`src/rtl/audio_pkg.sv`:
```
// Shared audio definitions: FSM state encoding and the codec sample width,
// reused by the codec-side blocks.
package audio_pkg;

  localparam int AUDIO_DATA_W = 24;

  typedef enum logic [1:0] {
    IDLE = 2'd0,
    PREP = 2'd1,
    PUSH = 2'd2,
    DONE = 2'd3
  } state_t;

endpackage

```
`src/rtl/tone_phase_gen.sv`:
```
// Square-wave phase tracker: counts samples within a half period and flips
// polarity each time a half period completes. Polarity starts high.
module tone_phase_gen #(
  parameter int PERIOD_W = 16
) (
  input  logic                clk,
  input  logic                rst_n,
  input  logic                advance,
  input  logic                clear,
  input  logic [PERIOD_W-1:0] half_period,
  output logic                polarity
);

  logic [PERIOD_W-1:0] phase_q, phase_d;
  logic                pol_q, pol_d;

  // Next phase/polarity: clear wins, otherwise step once per accepted sample.
  always_comb begin
    phase_d = phase_q;
    pol_d   = pol_q;
    if (clear) begin
      phase_d = '0;
      pol_d   = 1'b1;
    end else if (advance) begin
      if (phase_q == half_period - PERIOD_W'(1)) begin
        phase_d = '0;
        pol_d   = ~pol_q;
      end else begin
        phase_d = phase_q + PERIOD_W'(1);
      end
    end
  end

  // Phase and polarity registers.
  always_ff @(posedge clk or negedge rst_n) begin
    if (!rst_n) begin
      phase_q <= '0;
      pol_q   <= 1'b1;
    end else begin
      phase_q <= phase_d;
      pol_q   <= pol_d;
    end
  end

  assign polarity = pol_q;

endmodule

```
`src/rtl/audio_tone_writer.sv`:
```
// Square-wave test-tone generator feeding the codec write port, identical
// sample on both channels; one-shot bursts of N samples or continuous play.
// Optional macro SAMPLE_COUNT_EN adds a free-running 32-bit count of accepted
// samples on output sample_count.
module audio_tone_writer
  import audio_pkg::*;
#(
  parameter int DATA_W   = AUDIO_DATA_W,
  parameter int PERIOD_W = 16,
  parameter int DUR_W    = 16
) (
  input  logic                CLOCK_50,
  input  logic                reset_n,
  input  logic                start,
  input  logic                stop,
  input  logic [PERIOD_W-1:0] half_period,
  input  logic [DATA_W-2:0]   amplitude,
  input  logic [DUR_W-1:0]    duration,
  input  logic                write_ready,
  output logic                write,
  output logic [DATA_W-1:0]   writedata_left,
  output logic [DATA_W-1:0]   writedata_right,
  output logic                busy,
  output logic                done
`ifdef SAMPLE_COUNT_EN
  ,
  output logic [31:0]         sample_count
`endif
);

  state_t              state_q, state_d;
  logic [PERIOD_W-1:0] hp_q, hp_d;
  logic [DATA_W-2:0]   amp_q, amp_d;
  logic [DUR_W-1:0]    dur_q, dur_d;
  logic [DUR_W-1:0]    cnt_q, cnt_d;
  logic                stop_seen_q, stop_seen_d;
  logic                write_q, write_d;
  logic [DATA_W-1:0]   data_q, data_d;
  logic                done_q, done_d;

  logic                accept;
  logic                polarity;
  logic                clear;
  logic                advance;
  logic [DUR_W-1:0]    cnt_inc;
  logic [DATA_W-1:0]   pos_sample;
  logic [DATA_W-1:0]   neg_sample;

  assign accept     = write_q & write_ready;
  assign cnt_inc    = (cnt_q == '1) ? cnt_q : cnt_q + DUR_W'(1);
  assign pos_sample = {1'b0, amp_q};
  assign neg_sample = '0 - pos_sample;

  tone_phase_gen #(
    .PERIOD_W (PERIOD_W)
  ) u_phase (
    .clk         (CLOCK_50),
    .rst_n       (reset_n),
    .advance     (advance),
    .clear       (clear),
    .half_period (hp_q),
    .polarity    (polarity)
  );

  // FSM next-state, handshake and sample datapath.
  always_comb begin
    state_d     = state_q;
    hp_d        = hp_q;
    amp_d       = amp_q;
    dur_d       = dur_q;
    cnt_d       = cnt_q;
    stop_seen_d = stop_seen_q;
    write_d     = write_q;
    data_d      = data_q;
    done_d      = 1'b0;
    clear       = 1'b0;
    advance     = 1'b0;
    case (state_q)
      IDLE: begin
        write_d = 1'b0;
        if (start && !stop) begin
          hp_d        = half_period;
          amp_d       = amplitude;
          dur_d       = duration;
          cnt_d       = '0;
          stop_seen_d = 1'b0;
          clear       = 1'b1;
          state_d     = PREP;
        end
      end
      PREP: begin
        stop_seen_d = 1'b0;
        if (stop) begin
          write_d = 1'b0;
          state_d = IDLE;
        end else begin
          if (hp_q == '0) data_d = '0;
          else            data_d = polarity ? pos_sample : neg_sample;
          write_d = 1'b1;
          state_d = PUSH;
        end
      end
      PUSH: begin
        // A stop here is only remembered; the presented sample stays put.
        if (stop) stop_seen_d = 1'b1;
        if (accept) begin
          write_d = 1'b0;
          cnt_d   = cnt_inc;
          advance = 1'b1;
          if (dur_q != '0 && cnt_inc == dur_q) begin
            done_d  = 1'b1;
            state_d = DONE;
          end else if (stop_seen_q || stop) begin
            state_d = IDLE;
          end else begin
            state_d = PREP;
          end
        end
      end
      DONE: begin
        write_d = 1'b0;
        state_d = IDLE;
      end
      default: state_d = IDLE;
    endcase
  end

  // State and registered outputs.
  always_ff @(posedge CLOCK_50 or negedge reset_n) begin
    if (!reset_n) begin
      state_q     <= IDLE;
      hp_q        <= '0;
      amp_q       <= '0;
      dur_q       <= '0;
      cnt_q       <= '0;
      stop_seen_q <= 1'b0;
      write_q     <= 1'b0;
      data_q      <= '0;
      done_q      <= 1'b0;
    end else begin
      state_q     <= state_d;
      hp_q        <= hp_d;
      amp_q       <= amp_d;
      dur_q       <= dur_d;
      cnt_q       <= cnt_d;
      stop_seen_q <= stop_seen_d;
      write_q     <= write_d;
      data_q      <= data_d;
      done_q      <= done_d;
    end
  end

  assign write           = write_q;
  assign writedata_left  = data_q;
  assign writedata_right = data_q;
  assign busy            = (state_q != IDLE);
  assign done            = done_q;

`ifdef SAMPLE_COUNT_EN
  logic [31:0] sc_q, sc_d;

  assign sc_d = sc_q + 32'(accept);

  // Lifetime count of accepted samples, wraps modulo 2^32.
  always_ff @(posedge CLOCK_50 or negedge reset_n) begin
    if (!reset_n) sc_q <= '0;
    else          sc_q <= sc_d;
  end

  assign sample_count = sc_q;
`endif

endmodule

```
`config.mk`:
```
export PLATFORM = sky130hd
export DESIGN_NAME = audio_tone_writer
export DESIGN_NICKNAME = d
export VERILOG_FILES = /design/src/rtl/audio_pkg.sv /design/src/rtl/tone_phase_gen.sv /design/src/rtl/audio_tone_writer.sv
export SDC_FILE = /design/constraint.sdc
export NUM_CORES = 1
export LEC_CHECK = 0
export BUFFER_PORTS_ARGS = -buffer_cell sky130_fd_sc_hd__buf_2
export CORE_ASPECT_RATIO = 0.6
export CORE_MARGIN = 10
export CORE_UTILIZATION = 57
export DETAILED_ROUTE_END_ITERATION = 16
export PLACE_DENSITY = 0.78
export SLEW_MARGIN = 25
export SYNTH_ARGS = -nofsm -noshare
export SYNTH_HDL_FRONTEND = slang
export SYNTH_HIERARCHICAL = 1
export SYNTH_SLANG_ARGS = --single-unit
export TNS_END_PERCENT = 10
```
`constraint.sdc`:
```
create_clock -name CLOCK_50 -period 3.45 [get_ports CLOCK_50]
set_input_delay 0.8625 -clock CLOCK_50 [delete_from_list [all_inputs] [get_ports CLOCK_50]]
set_output_delay 0.8625 -clock CLOCK_50 [all_outputs]
set_load 0.1 [all_outputs]
```
==> flow_summary.json <==
{
  "outcome": "completed",
  "h-tree-depth": 4,
  "maxSlewHeadroom_pct": 31.97,
  "routed_via_density": 5.781,
  "syn_nets": 850,
  "regArea_mm2": 0.002929,
  "crit_fanout": 14,
  "slowest_delay_ps": 750,
  "drcViolationCount": 0,
  "drive_gt1_share_pct": 20.14,
  "std_cell_rows": 30,
  "p_total_w": 0.008322,
  "synth_area_leaders": "dfrtp_1 (43%), nand2_1 (12%), xnor2_1 (6.8%)",
  "drt-total-wl_mm": 18.54,
  "clock_path_buffers": 2,
  "numCtsBuffers": 17,
  "yosysUniqueCellTypes": 64,
  "multi_input_area_mm2": 0.003387,
  "rsz0062_at_grt": "no",
  "io_pins": 111,
  "arrival_ps": 3490,
  "synth_top_area_share_pct": 43.19,
  "hpwlAfterDp_mm": 13.22,
  "cts_sinks": 117,
  "cp.required_ps": 3790,
  "power_density_mw_per_mm2": 1068,
  "portBuffers": 110,
  "synthArstFlopShare_pct": 100.0,
  "reg2reg_slack_ps": 300,
  "grt_pass1_wl_mm": 30.50,
  "nNetsFinal": 930,
  "cts.clk_slew.worst_paths_ps": 60,
  "final_max_slew_viol_count": 0,
  "drt_pre_antenna_iters": 6,
  "finClkSkew_ps": 9.934,
  "num-fill-cells": 945,
  "synth-edff-count": 0,
  "antenna_found_initial": 0,
  "area_delta_synth_final_pct": 15.92,
  "synth_ff_type": "dfrtp_1",
  "finalCritPeriodShare_pct": 91.30,
  "grt_pass1_vias": 5967,
  "final_util_pct": 68.27,
  "ir_drop_uv": 1494,
  "min_period_ps": 3150,
  "synth_seq_cells": 117,
  "worstPathCellList": "nor4_2, nand4_1, xnor2_1, a311oi_1, o41ai_4, buf_4, nor2_1",
  "yosysSeqAreaShare_pct": 43.59,
  "synthesis.area_mm2": 0.006720,
  "worstMarginPinSlew_ps": 1018,
  "netlist.top_cell.by_area": "dfrtp_1",
  "die_area_mm2": 0.01668,
  "drtAntennaViolNets": 0,
  "start_kind": "flip-flop",
  "fp.dieW_um": 160.2,
  "crit_type": "flip-flop to flip-flop",
  "synth_cells": 786,
  "track_usage_pct": 22.13,
  "yosys_warnings": 6,
  "antenna_cells": 0,
  "cp_slowest_cell": "nor4_2",
  "gp_congestion": 0.9350,
  "end_kind": "flip-flop",
  "cts_tree": "yes",
  "post_drt_wl_per_cell_um": 17.85,
  "setup_viol": 0,
  "finalHoldViolCount": 0,
  "ctsResizeCount": 0,
  "cts_root_buffer": "clkbuf_16",
  "hold_class": "primary input to async pin",
  "initial_core_util_pct": 58.89,
  "syn_avg_cell_area_um2": 8.550,
  "max_freq_mhz": 317.5,
  "setup_tns_ps": 0,
  "grt-ovfl-total": 0,
  "ctsHoldBuffers": 0,
  "fp.dieH_um": 104.1,
  "p_leak_nw": 3.691,
  "dr_total_vias": 6006,
  "maxCapViolCount": 0,
  "cts_setup_buffers": 0,
  "clk_latency_ps": 420,
  "coreArea_mm2": 0.01141,
  "first_iter_violations": 498,
  "grt_max_degree": 77
}
flip-flops by register name, indices dropped and copies added, names as in the netlist, 2 cells and up:
signal,cells
writedata_left,24
dur_q,16
u_phase/phase_q,16
cnt_q,16
amp_q,23
hp_q,16
state_q,2
worst max-delay path: cells and delay by family, from the launching register on:
| kind | cells | cell delay [ps] |
|---|---|---|
| flip-flops | 1 | 490 |
| buffers and inverters | 1 | 240 |
| AO/OA/AOI/OAI | 2 | 910 |
| AND/OR/NAND/NOR | 3 | 1200 |
| XOR/XNOR | 1 | 220 |
kinds of logic after synthesis:
kind of cell,Yosys count,share of synthesized area [%]
and+or+nand+nor,388,27.91
muxes,4,0.5958
AOI/OAI and AO/OA,121,11.64
DFF,117,43.59
xor gates and xnor gates,73,9.514
adders and majority gates,4,0.7448
buffers and inverters,79,6.014
layer usage:
layer  GRT usage, %  share of wire, %  vias up
met5              0                 0        -
met2          32.75                44      286
met3          7.352                10       19
met1          30.49                45     2878
met4          5.287              0.70        0
li1               -                 -     2823
layout by cell type, fill, tap and decap left out, types with 4 or more instances in the layout:
master / count
a21oi_1: 22
a311oi_1: 4
a31oi_1: 9
and2_1: 4
and3_1: 8
and4_1: 6
buf_2: 109
buf_4: 10
clkbuf_16: 17
clkinv_4: 4
dfrtp_1: 116
ha_1: 4
inv_1: 19
inv_6: 4
mux2i_1: 4
nand2_1: 207
nand2b_1: 4
nand3_1: 19
nand3b_1: 6
nand4_1: 11
nor2_1: 48
nor2_2: 10
nor2b_1: 8
nor3_1: 12
nor4_1: 17
nor4_2: 4
nor4b_1: 4
o21ai_0: 38
o21ai_1: 14
xnor2_1: 52
xor2_1: 21
cell usage after synthesis (5+ instances only):
library cell and count:
nand2_1 207, dfrtp_1 116, xnor2_1 52, nor2_1 48
o21ai_0 38, clkbuf_1 26, buf_4 25, a21oi_1 22
xor2_1 21, inv_1 19, nand3_1 19, nor4_1 17
o21ai_1 14, nor3_1 12, nand4_1 11, nor2_2 10
a31oi_1 9, and3_1 8, nor2b_1 8, and4_1 6
nand3b_1 6, buf_2 5
worst paths after layout:
path	from	end	cells past startpoint
worst min-delay path	reset_n	writedata_left[11]	1
worst max register to register	hp_q[2]	u_phase/phase_q[10]	7
min in group CLOCK_50	writedata_left[6]	writedata_left[6]	2
max in group asynchronous	reset_n	cnt_q[12]	2
worst max-delay path	hp_q[2]	u_phase/phase_q[10]	7
worst min register to register	writedata_left[6]	writedata_left[6]	2
power by group:
group / internal, W / leakage, nW / switching [W] / total [W]
sequential: 0.00186 / 1.51 / 0.000632 / 0.00249
combinational: 0.000937 / 1.91 / 0.00322 / 0.00416
clock: 0.000999 / 0.269 / 0.000671 / 0.00167
total: 0.00380 / 3.69 / 0.00453 / 0.00832
per-stage QoR:
| step | setup slack [ps] | instance area, um^2 | instances | hold slack, ps |
|---|---|---|---|---|
| after floorplan | 530.0 | 6720 | 786 | 472.9 |
| after global placement | 520.8 | 7232 | 1007 | 480.8 |
| after detailed placement | 466.0 | 7232 | 1007 | 492.8 |
| after CTS | 435.3 | 7790 | 1039 | 453.0 |
| after global routing | 147.6 | 7790 | 1039 | 468.6 |
| final | 300.2 | 7790 | 1039 | 432.6 |
area by class of cell:
class | count | share of cell area [%]
clock buffers | 19 | 5.557
inverters | 20 | 0.9637
repair buffers | 120 | 8.224
well taps | 160 | 2.570
multi-input cells | 590 | 43.48
flip-flops and latches | 117 | 37.60
clock inverters | 13 | 1.606
Note: power is estimated with default switching activity, not from simulation.
